==> src/rtl/ram_arbiter_pkg.sv <==
// Shared encodings for the RAM arbiter: FSM states, requester ids, storeops and word size.
package ram_arbiter_pkg;

  typedef enum logic [1:0] {
    ST_IDLE = 2'd0,
    ST_CORE = 2'd1,
    ST_EXT  = 2'd2
  } arb_state_t;

  typedef enum logic {
    REQ_CORE = 1'b0,
    REQ_EXT  = 1'b1
  } req_id_t;

  localparam logic [1:0] STORE_WORD = 2'b00;
  localparam logic [1:0] STORE_HALF = 2'b01;
  localparam logic [1:0] STORE_BYTE = 2'b10;

  localparam int unsigned WORDSIZE = 4;

  // Round-robin pick: a lone requester wins, a tie goes to whoever was not served last.
  function automatic arb_state_t rr_pick(input logic core_want, input logic ext_want,
                                         input req_id_t last);
    arb_state_t nxt;
    nxt = ST_IDLE;
    if (core_want && ext_want) nxt = (last == REQ_CORE) ? ST_EXT : ST_CORE;
    else if (core_want)        nxt = ST_CORE;
    else if (ext_want)         nxt = ST_EXT;
    return nxt;
  endfunction

endpackage

==> src/rtl/ram_arb_burst_ctr.sv <==
// Beat and fairness-window counters for external bursts, plus beat address generation.
module ram_arb_burst_ctr
  import ram_arbiter_pkg::*;
#(
  parameter int LEN_W           = 8,
  parameter int MAX_GRANT_BEATS = 4
) (
  input  logic             clk,
  input  logic             reset,
  input  logic             beat_en,
  input  logic             burst_end,
  input  logic             preempt,
  input  logic [31:0]      ext_addr,
  input  logic [LEN_W-1:0] ext_len,
  output logic [31:0]      beat_addr,
  output logic             last_beat,
  output logic             window_full
);

  localparam int WIN_W = $clog2(MAX_GRANT_BEATS + 1);
  localparam logic [WIN_W:0] WIN_MAX = (WIN_W + 1)'(MAX_GRANT_BEATS);
  localparam logic [31:0] ADDR_MASK = ~(32'(WORDSIZE) - 32'd1);

  logic [LEN_W-1:0] beat;
  logic [WIN_W-1:0] window;

  // The beat count survives a preemption so the burst resumes where it stopped.
  always_ff @(posedge clk) begin
    if (reset || burst_end) begin
      beat   <= '0;
      window <= '0;
    end else if (beat_en) begin
      beat   <= beat + 1'b1;
      window <= preempt ? '0 : window + 1'b1;
    end
  end

  assign beat_addr   = (ext_addr & ADDR_MASK) + 32'(beat) * 32'(WORDSIZE);
  assign last_beat   = (ext_len == '0) || (beat == ext_len - 1'b1);
  assign window_full = ({1'b0, window} + 1'b1) >= WIN_MAX;

endmodule

==> src/rtl/ram_arbiter.sv <==
// Round-robin arbiter sharing the data RAM between the core and an external burst port.
// Optional perf counters are built when RAM_ARB_PERF_EN is defined.
module ram_arbiter
  import ram_arbiter_pkg::*;
#(
  parameter int LEN_W           = 8,
  parameter int MAX_GRANT_BEATS = 4
) (
  input  logic             CLK,
  input  logic             reset,
  input  logic             core_req,
  input  logic             core_we,
  input  logic [31:0]      core_addr,
  input  logic [31:0]      core_wdata,
  input  logic [1:0]       core_storeops,
  output logic             core_gnt,
  output logic [31:0]      core_rdata,
  input  logic             ext_req,
  input  logic             ext_we,
  input  logic [31:0]      ext_addr,
  input  logic [LEN_W-1:0] ext_len,
  input  logic [31:0]      ext_wdata,
  output logic             ext_gnt,
  output logic [31:0]      ext_rdata,
  output logic             ext_done,
  output logic [31:0]      ram_addr,
  output logic [31:0]      ram_wdata,
  output logic             ram_memread,
  output logic             ram_memwrite,
  output logic [1:0]       ram_storeops,
  input  logic [31:0]      ram_rdata,
`ifdef RAM_ARB_PERF_EN
  output logic [31:0]      perf_core_wait,
  output logic [31:0]      perf_ext_beats,
`endif
  output arb_state_t       dbg_state
);

  arb_state_t state;
  arb_state_t pick;
  req_id_t    last_grant;
  logic       ext_active;
  logic [31:0] beat_addr;
  logic       last_beat;
  logic       window_full;
  logic       in_ext;
  logic       beat_en;
  logic       burst_end;
  logic       preempt;

  assign in_ext    = (state == ST_EXT);
  assign beat_en   = in_ext && (ext_len != '0);
  assign burst_end = in_ext && last_beat;
  assign preempt   = beat_en && !last_beat && core_req && window_full;
  assign dbg_state = state;

  ram_arb_burst_ctr #(
    .LEN_W           (LEN_W),
    .MAX_GRANT_BEATS (MAX_GRANT_BEATS)
  ) u_burst_ctr (
    .clk         (CLK),
    .reset       (reset),
    .beat_en     (beat_en),
    .burst_end   (burst_end),
    .preempt     (preempt),
    .ext_addr    (ext_addr),
    .ext_len     (ext_len),
    .beat_addr   (beat_addr),
    .last_beat   (last_beat),
    .window_full (window_full)
  );

  // A finished burst no longer competes; the port must drop ext_req after ext_done.
  always_comb begin
    pick = ST_IDLE;
    case (state)
      ST_IDLE: pick = rr_pick(core_req, ext_req || ext_active, last_grant);
      ST_CORE: pick = rr_pick(core_req, ext_req || ext_active, REQ_CORE);
      ST_EXT:  pick = rr_pick(core_req, 1'b0, REQ_EXT);
      default: pick = ST_IDLE;
    endcase
  end

  always_ff @(posedge CLK) begin
    if (reset) begin
      state      <= ST_IDLE;
      last_grant <= REQ_EXT;
      ext_active <= 1'b0;
    end else begin
      case (state)
        ST_IDLE: state <= pick;
        ST_CORE: begin
          last_grant <= REQ_CORE;
          state      <= pick;
        end
        ST_EXT: begin
          if (burst_end) begin
            last_grant <= REQ_EXT;
            ext_active <= 1'b0;
            state      <= pick;
          end else begin
            ext_active <= 1'b1;
            if (preempt) state <= ST_CORE;
          end
        end
        default: state <= ST_IDLE;
      endcase
    end
  end

  always_comb begin
    core_gnt     = 1'b0;
    core_rdata   = '0;
    ext_gnt      = 1'b0;
    ext_rdata    = '0;
    ext_done     = 1'b0;
    ram_addr     = '0;
    ram_wdata    = '0;
    ram_memread  = 1'b0;
    ram_memwrite = 1'b0;
    ram_storeops = '0;
    if (!reset) begin
      case (state)
        ST_CORE: begin
          ram_addr     = core_addr;
          ram_wdata    = core_wdata;
          ram_memread  = ~core_we;
          ram_memwrite = core_we;
          ram_storeops = core_storeops;
          core_gnt     = 1'b1;
          core_rdata   = ram_rdata;
        end
        ST_EXT: begin
          if (beat_en) begin
            ram_addr     = beat_addr;
            ram_wdata    = ext_wdata;
            ram_memread  = ~ext_we;
            ram_memwrite = ext_we;
            ram_storeops = STORE_WORD;
            ext_gnt      = 1'b1;
            ext_rdata    = ram_rdata;
          end
          ext_done = last_beat;
        end
        default: ;
      endcase
    end
  end

`ifdef RAM_ARB_PERF_EN
  always_ff @(posedge CLK) begin
    if (reset) begin
      perf_core_wait <= '0;
      perf_ext_beats <= '0;
    end else begin
      if (core_req && !core_gnt && perf_core_wait != '1) perf_core_wait <= perf_core_wait + 32'd1;
      if (ext_gnt && perf_ext_beats != '1) perf_ext_beats <= perf_ext_beats + 32'd1;
    end
  end
`endif

endmodule
==> config.mk <==
export PLATFORM = sky130hd
export DESIGN_NAME = ram_arbiter
export DESIGN_NICKNAME = d
export VERILOG_FILES = /design/src/rtl/ram_arbiter_pkg.sv /design/src/rtl/ram_arb_burst_ctr.sv /design/src/rtl/ram_arbiter.sv
export SDC_FILE = /design/constraint.sdc
export NUM_CORES = 1
export LEC_CHECK = 0
export BUFFER_PORTS_ARGS = -buffer_cell sky130_fd_sc_hd__buf_2
export CAP_MARGIN = 40
export CORE_AREA = 2 2 122 124
export DETAILED_ROUTE_END_ITERATION = 8
export DIE_AREA = 0 0 124 126
export GPL_ROUTABILITY_DRIVEN = 0
export SLEW_MARGIN = 20
export SYNTH_ARGS = -nofsm -noshare
export SYNTH_HDL_FRONTEND = slang
export SYNTH_SLANG_ARGS = --single-unit
export TNS_END_PERCENT = 50
==> constraint.sdc <==
create_clock -name CLK -period 2.67 [get_ports CLK]
set_input_delay 0.1335 -clock CLK [delete_from_list [all_inputs] [get_ports CLK]]
set_output_delay 0.1335 -clock CLK [all_outputs]
set_load 0.05 [all_outputs]
==> parameters.txt <==
Parameter                              Value

Critical path
  Critical Path End Type ... output pin
  Data required time at the worst endpoint ... ~2.5 ns
  Register-to-Register Setup Slack ... around 0.46 ns
  CP Launch Type ... register
  Number of cell instances on the worst register-to-register path ... 7
  Cell-by-cell listing of the critical path ... ha_1, fa_2, a21o_1, a21oi_2, o21ai_2, o21ai_2, nor2b_1, xor2_1, a22o_2, buf_4
  Data arrival time of the worst path ... approximately 2.4 ns
  Critical-path top delay cell ... fa_2
  Crit Path Class ... reg2out
  Cell repeated most along the worst path ... o21ai_2
  Crit Path Max Fanout ... 5
  CP max stage delay ... 0.36 ns

Power and ir drop
  Power density normalized to cell area ... just under 500 nW/um^2
  Total power consumption of the routed design ... between 2000 and 2500 uW
  Leakage power ... about 0.0028 uW
  Maximum vdd ir drop ... between 0.3 and 0.4 mV

Floorplanning
  CORE AREA ... approximately 14,000 sq um
  Die height ... between 100 and 150 microns
  Count of standard-cell rows ... 44
  I/O pin count ... about 310
  Chip Width ... approximately 120 microns
  Starting density of the core ... around a fifth
  Full die area ... ~16,000 sq um

Synthesis
  Synthesized net count ... 620
  Average cell area after synthesis ... around 7.0 sq um
  Sequential fraction of the synthesis area ... 10.0%
  Count of unique library cells instantiated by Yosys ... 55
  Synthesized instance count ... roughly 430
  Post-synthesis sequential element count ... 15
  Number of enable flip-flop cells after synthesis ... 0
  Count of synthesis-stage warnings from yosys ... 0
  Async set-or-reset flop fraction in the synthesized netlist ... 0%
  Mapped cell area ... around 3000 sq um
  Flip-flop cell with the highest count after synthesis ... dfxtp_1

CTS
  Sinks on the clock net ... 15
  Clk pin slew, worst setup/hold paths ... approximately 0.050 ns
  Hold buffers post-CTS ... 0
  TritonCTS clock tree ... built
  Root buffer cell ... clkbuf_16
  Num CTS Buffers ... 3
  Max clock buf depth ... 2
  Number of levels in the clock H-tree ... 1
  Insertion delay to the later sink of the worst-skew pair ... between 0.2 and 0.25 ns

Layout
  Final net count ... approximately 940
  Utilization after layout ... 36.4%
  Synthesis-to-layout area growth ... 74.1%
  Antenna diode count ... 0
  Layout cells sized above 1 ... between 50% and 60%

Timing
  Post-layout minimum cycle time ... 2.54 ns
  Post-Route Skew ... just over 0.0008 ns
  Total of endpoints with negative setup slack in the final report ... 0
  Unrepaired setup endpoints after global routing ... false
  Final Hold Vio Count ... 0
  Worst slew margin relative to its limit ... between 50% and 60%
  Final period utilization ... between 90 and 100%
  Final TNS setup ... 0 ns
  Worst Hold Margin ... 0.218 ns
  Number of max-slew violations in the final report ... 0
  Fmax ... a little under 0.4 GHz
  Transition time of the tightest slew-check pin ... 0.690 ns

GRT
  Initial antenna violation count ... 0
  Overall fraction of global-route tracks in use ... around 16%
  Wire length of the first global-routing pass ... approximately 19,000 microns
  Vias in the first global route ... between 3,000 and 4,000
  GRT Residual Overflow ... 0
  Pin count of the biggest net entering global routing ... 58

Routing
  Post-route antenna net violation count ... 0
  DRT Pass-1 Iters ... 4
  DRC violations left ... 0
  Violation count after the first detailed-route iteration ... 169
  WL per Instance ... approximately 15 microns
  Total Routed Length ... around 13,000 microns
  Avg Vias per Cell ... approximately 4.5
  Overall via count from detail_route ... between 4,000 and 5,000

Min path
  Worst hold path cell count ... 2
  Worst min-delay path class ... in2reg

Outcome
  Run status ... completed

Placement
  Post-detail-place hpwl ... 11,500 microns
  Port Buffer Count ... between 300 and 400

Run
  Max Cap Viol ... 0
==> report_power, final <==
part           total [uW]  internal, uW  switching (uW)
Combinational        1910           613            1290
Sequential            300           264            35.6
Clock                 295           202            92.3
==> worst max-delay path, delay by kind of cell, from the launching register on <==
| kind | cells | cell delay (ns) |
|---|---|---|
| AOI/OAI and AO/OA | 5 | 0.77 |
| adders and majority gates | 2 | 0.57 |
| DFF | 1 | 0.31 |
| xor gates and xnor gates | 1 | 0.23 |
| buffers and inverters | 1 | 0.19 |
| and+or+nand+nor | 1 | 0.09 |
==> cells by family after synthesis <==
logic type                 after synthesis  synth area share, %
and+or+nand+nor                        200                 36.9
AOI/OAI and AO/OA                      117                 27.7
xor gates and xnor gates                45                 13.6
buffers and inverters                   35                 4.69
adders and majority gates               16                 6.95
DFF                                     15                 10.0
==> synthesized netlist by cell type (all sizes together), types with 6 or more instances <==
master / n / area (sq um)
clkbuf: 23 / 86.3
dfxtp: 15 / 300
a21oi: 13 / 68.8
nor2b: 8 / 52.6
ha: 15 / 188
nand2: 41 / 154
xnor2: 20 / 175
o21ai: 30 / 150
inv: 9 / 33.8
a22oi: 6 / 45.0
a22o: 37 / 324
and2: 69 / 432
o211ai: 7 / 52.6
nor3: 8 / 40.0
nor2: 34 / 128
xor2: 24 / 210
==> placed cells by master, fill, tap and decap left out, types with 7 or more instances in the layout <==
master and count:
buf_2 289, nor2_1 33, o211ai_1 7, a22o_1 32, dfxtp_1 14, xnor2_1 20, buf_4 35, and2_1 68
o21ai_2 21, xor2_1 24, o21ai_0 7, nand2_1 41, ha_1 15, a21oi_1 10, inv_1 9, nor3_1 8
==> path summary, 6_finish.rpt <==
check	from	end
setup reg to reg	u_burst_ctr.beat[6]	u_burst_ctr.window[0]
hold reg to reg	ext_active	ext_active
setup / recovery	u_burst_ctr.beat[0]	ram_addr[14]
hold / removal	reset	ext_active
==> sequential cells by signal (all words and copies together), names as in the netlist <==
register            flops
u_burst_ctr.beat        8
u_burst_ctr.window      3
dbg_state               2
last_grant              1
ext_active              1
==> stage by stage <==
step / cell area [sq um] / instances / setup WS, ns
after floorplan: 3070 / 428 / -0.191
after global placement: 5010 / 919 / -0.0565
after detailed placement: 5040 / 921 / 0.0342
after CTS: 5170 / 926 / 0.0121
after global routing: 5210 / 926 / 0.00223
final: 5210 / 926 / 0.129
==> layout make-up <==
| class | instances | area [sq um] |
|---|---|---|
| fillers | 1541 | 9110 |
| inverters | 9 | 33.8 |
| repair buffers | 336 | 1900 |
| well taps | 184 | 230 |
| multi-input cells | 378 | 2660 |
| clock buffers | 4 | 78.8 |
| flip-flops and latches | 15 | 302 |
==> metal layers <==
layer,vias up,wire length [microns],track usage (%)
li1,2161,-,-
met3,2,783,1.59
met1,1855,6140,22.0
met4,0,23,1.59
met2,118,6530,26.6
met5,-,0,0
==> timing repair <==
action,in CTS,in global routing
resized for setup,20,12
buffers inserted,1,0
hold endpoints to repair,0,0
endpoints found under the setup margin,21,25
pin swaps,2,2
(Power assumes the default switching activity.)
